### config.mk
export PLATFORM = sky130hd
export DESIGN_NAME = pipe_slice
export DESIGN_NICKNAME = d
export VERILOG_FILES = /design/src/rtl/pipe_slice.sv
export SDC_FILE = /design/constraint.sdc
export NUM_CORES = 1
export LEC_CHECK = 0
export CORE_AREA = 2 2 46 65
export CTS_BUF_LIST = sky130_fd_sc_hd__clkbuf_8
export DETAILED_ROUTE_END_ITERATION = 8
export DIE_AREA = 0 0 48 67
export RECOVER_POWER = 25
export SLEW_MARGIN = 20
export SYNTH_ARGS = -nofsm -noshare
export SYNTH_HDL_FRONTEND = slang
export SYNTH_SLANG_ARGS = --single-unit
### constraint.sdc
create_clock -name clk -period 2.45 [get_ports clk]
set_input_delay 0.245 -clock clk [delete_from_list [all_inputs] [get_ports clk]]
set_output_delay 0.245 -clock clk [all_outputs]
set_load 0.1 [all_outputs]
### src/rtl/pipe_slice.sv
// pipe_slice: DEPTH-stage elastic register slice built from two-entry skid buffers.
// Every output, in_ready included, comes straight from a flop.
module pipe_slice #(
    parameter int WIDTH = 8,
    parameter int DEPTH = 1,
    parameter logic [WIDTH-1:0] RESET_VAL = '0
) (
    input  logic                             clk,
    input  logic                             rst,
    input  logic                             flush,
    input  logic                             in_valid,
    output logic                             in_ready,
    input  logic [WIDTH-1:0]                 in_data,
    output logic                             out_valid,
    input  logic                             out_ready,
    output logic [WIDTH-1:0]                 out_data,
    output logic [$clog2(2*DEPTH+1)-1:0]     count
);
    localparam int CW = $clog2(2 * DEPTH + 1);

    if (DEPTH < 1) begin : g_bad_depth
        $error("pipe_slice: DEPTH must be >= 1");
    end

    logic [DEPTH-1:0] r_main_v, r_skid_v;
    logic [WIDTH-1:0] r_main_d [DEPTH];
    logic [WIDTH-1:0] r_skid_d [DEPTH];
    logic [CW-1:0]    r_count;
    logic [DEPTH-1:0] w_in_v, w_dn_rdy, w_acc, w_drain;
    logic [WIDTH-1:0] w_in_d [DEPTH];

    // Stage k is fed by stage k-1 and backpressured by the skid of stage k+1.
    assign w_in_v   = DEPTH'({r_main_v, in_valid});
    assign w_dn_rdy = DEPTH'({out_ready, ~r_skid_v} >> 1);
    assign w_acc    = w_in_v & ~r_skid_v;
    assign w_drain  = r_main_v & w_dn_rdy;

    always_comb begin
        w_in_d[0] = in_data;
        for (int k = 1; k < DEPTH; k++) w_in_d[k] = r_main_d[k-1];
    end

    always_ff @(posedge clk) begin
        if (rst || flush) begin
            r_main_v <= '0;
            r_skid_v <= '0;
            r_count  <= '0;
            for (int k = 0; k < DEPTH; k++) begin
                r_main_d[k] <= RESET_VAL;
                r_skid_d[k] <= RESET_VAL;
            end
        end else begin
            for (int k = 0; k < DEPTH; k++) begin
                if (r_main_v[k] && !w_drain[k]) begin
                    if (w_acc[k]) begin
                        r_skid_d[k] <= w_in_d[k];
                        r_skid_v[k] <= 1'b1;
                    end
                end else if (r_skid_v[k]) begin
                    r_main_d[k] <= r_skid_d[k];
                    r_main_v[k] <= 1'b1;
                    r_skid_v[k] <= 1'b0;
                end else begin
                    r_main_v[k] <= w_acc[k];
                    if (w_acc[k]) r_main_d[k] <= w_in_d[k];
                end
            end
            r_count <= r_count + CW'(w_acc[0]) - CW'(w_drain[DEPTH-1]);
        end
    end

    assign in_ready  = ~r_skid_v[0];
    assign out_valid = r_main_v[DEPTH-1];
    assign out_data  = r_main_d[DEPTH-1];
    assign count     = r_count;

    assert property (@(posedge clk) disable iff (rst || flush)
        in_valid && !in_ready |=> in_valid && $stable(in_data));
    assert property (@(posedge clk) disable iff (rst) r_count <= CW'(2 * DEPTH));
endmodule
==> summary.json <==
{
  "outcome": "finished, final reports clean",
  "clock_tree.root_cell": "clkbuf_8",
  "post_synth_instance_area_sq_mm": 0.00101,
  "global_route.overflow_total": 0,
  "post_route_minimum_period_ps": 1710,
  "gp_congestion": 0.742,
  "post-route-drc-count": 0,
  "detailed_place_hpwl_microns": 1250,
  "top_level_ports": 25,
  "number_of_core_rows": 22,
  "number_of_antenna_violations_at_the_first_check_in_global_routing": 0,
  "ctsHoldBuffers": 0,
  "max_freq_ghz": 0.585,
  "crit_type": "reg -> out",
  "flow.area_growth_from_synthesis_pct": 23.8,
  "synth.avg_cell_area_sq_um": 11.8,
  "clock-skew-final_ps": 5.90,
  "port_buffer_cells": 24,
  "async_flop_share_pct": 0,
  "worstPathMaxFanout": 2,
  "worst_slew_margin_rel_pct": 22.3,
  "worst_r2r_path_depth": 7,
  "grt_max_degree": 20,
  "routed_wl_microns": 1690,
  "track_usage_pct": 12.5,
  "crit-reg2reg-launch": "r_skid_v",
  "finalMaxSlewViolations": 0,
  "worst_setup_path_start": "count[1]",
  "numCtsBuffers": 3,
  "cap_violations": 0,
  "mapped_cells": 85,
  "final_hold_viol_count": 0,
  "worst_path_largest_cell_delay_ps": 870,
  "static-leakage-power_uw": 0.000462,
  "post-layout-total-power_uw": 745,
  "critical_path_cell_count": 1,
  "n_antenna_cell": 0,
  "post_synthesis_sequential_element_count": 20,
  "start_util_pct": 38.5,
  "timing.critical_path.arrival_ps": 1460,
  "setup_violations": 0,
  "synth.lib_cells_used.distinct": 22,
  "synth_enable_flop_cells": 16,
  "critical_path.cell_chain": "clkbuf_1",
  "final_routed_wire_length_divided_by_cell_count_microns": 11.5,
  "yosys_warnings": 0,
  "rsz0062_at_grt": "no",
  "timing.hold.worst.class": "reg -> reg",
  "cpMaxStageDelayCell": "clkbuf_1",
  "postSynthNetCount": 100,
  "finalCritPeriodShare_pct": 69.8,
  "routed-via-count": 676,
  "p_per_area_mw_per_mm2": 599,
  "finalSetupTns_ps": 0,
  "cts_max_path_buffers": 2,
  "grt_first_pass_wirelength_microns": 2860,
  "avgViaCountPerCell": 4.60,
  "drtAntennaViolNets": 0,
  "end_point_of_the_critical_path": "count[1]",
  "number_of_violations_reported_at_the_end_of_detailed_routing_iteration_0": 12,
  "flop2flop_setup_slack_ps": 850,
  "clock_transition_at_the_registers_of_the_reported_paths_ps": 70,
  "vias_in_the_first_global_route": 643,
  "die-area_sq_mm": 0.00322,
  "yosys_most_used_dff": "edfxtp_1",
  "cts-htree-levels": 1,
  "design.core.area_sq_mm": 0.00262,
  "post-cts-setup-buffer-count": 0,
  "die_w_microns": 48,
  "worst_skew_pair.late_latency_ps": 250,
  "finish.net_count": 127,
  "drive_gt1_share_pct": 15.3,
  "power.ir.vdd_worst_uv": 355,
  "critPathBufInv": 1,
  "start_kind": "register",
  "drtPass1Iterations": 4,
  "post_cts_resized": 0,
  "delay_heaviest_family_cp": "buffers and inverters",
  "crit-reg2reg-capture": "count[1]",
  "worst_ep_required_time_ps": 2200,
  "fp.dieH_microns": 67,
  "endpoint_type_of_the_worst_setup_path": "output pin",
  "tritoncts": "yes",
  "tightest_slew_ps": 1170,
  "yosysSeqAreaShare_pct": 55.7,
  "clkSinkCount": 20
}
through the flow:
step	cell area (sq um)	setup slack [ps]	util, %	cells	hold slack [ps]
final	1240	741	47.6	147	549
after global routing	1240	603	47.6	147	573
after CTS	1280	846	49.0	147	549
after detailed placement	1240	598	47.3	143	538
after global placement	1240	667	47.3	143	540
after floorplan	1010	339	-	85	451
cell families (layout without fill, tap and decap cells):
family	count (synthesis)	count (layout)	share of synthesized area, %
xor+xnor	1	1	2.24
compound gates	10	10	6.96
buf+inv	16	42	9.08
flops	20	20	55.7
simple gates	36	36	23.5
fa+ha+maj	2	2	2.49
sequential cells by signal, summed over array words and instances, names as in the netlist:
name / flops
r_main_d: 8
r_skid_d: 8
count: 2
out_valid: 1
r_skid_v: 1
final cells by class:
type	instances	area, sq um
Fill cell	255	1370
Sequential cell	20	561
Multi-Input combinational cell	49	354
Timing Repair Buffer	28	203
Tap cell	36	45.0
Clock buffer	3	41.3
Inverter	10	37.5
Clock inverter	1	3.75
layout by cell type, fill, tap and decap left out, drive strengths merged:
cell type / n
dfxtp: 4
nor2: 3
nand4bb: 1
a211oi: 8
clkdlybuf4s50: 12
o21ai: 1
ha: 2
edfxtp: 16
nand2: 10
a21oi: 1
inv: 11
or2: 1
clkbuf: 13
and2: 2
nor3: 9
nor2b: 1
xnor3: 1
nand3b: 8
nand2b: 1
buf: 6
how the worst min path moves through the flow:
stage / startpoint / to / slack, ps / cells past startpoint
finish: out_valid / r_skid_v / 550 / 2
global placement: out_valid / r_skid_v / 540 / 2
detailed placement: out_valid / r_skid_v / 540 / 2
CTS: out_valid / r_skid_v / 550 / 2
floorplan: out_ready / r_skid_v / 450 / 2
global route: out_valid / r_skid_v / 570 / 2
power by group:
group / internal [uW] / leakage, uW / switching [uW]
Clock: 111 / 0.0000269 / 98.2
Combinational: 36.3 / 0.000221 / 112
Sequential: 382 / 0.000214 / 5.51
Total: 530 / 0.000462 / 215
per-layer routing:
layer / GRT usage [%] / share of wire [%] / routed length [microns] / vias up
met5: 0 / 0 / 0 / -
met4: 6.08 / 1.2 / 21 / 0
met3: 1.63 / 4.3 / 73 / 2
met2: 18.2 / 47 / 799 / 21
met1: 17.9 / 47 / 798 / 306
li1: - / - / - / 347
cells in the mapped netlist, types with 2 or more instances:
| master | instances | area, sq um |
|---|---|---|
| dfxtp_1 | 4 | 80.1 |
| buf_2 | 3 | 15.0 |
| nor3_2 | 8 | 80.1 |
| ha_1 | 2 | 25.0 |
| nand2_1 | 10 | 37.5 |
| a211oi_1 | 8 | 60.1 |
| nor2_1 | 3 | 11.3 |
| nand3b_1 | 8 | 60.1 |
| edfxtp_1 | 16 | 480 |
| and2_1 | 2 | 12.5 |
| inv_1 | 10 | 37.5 |
Note: power is estimated with default switching activity, not from simulation.
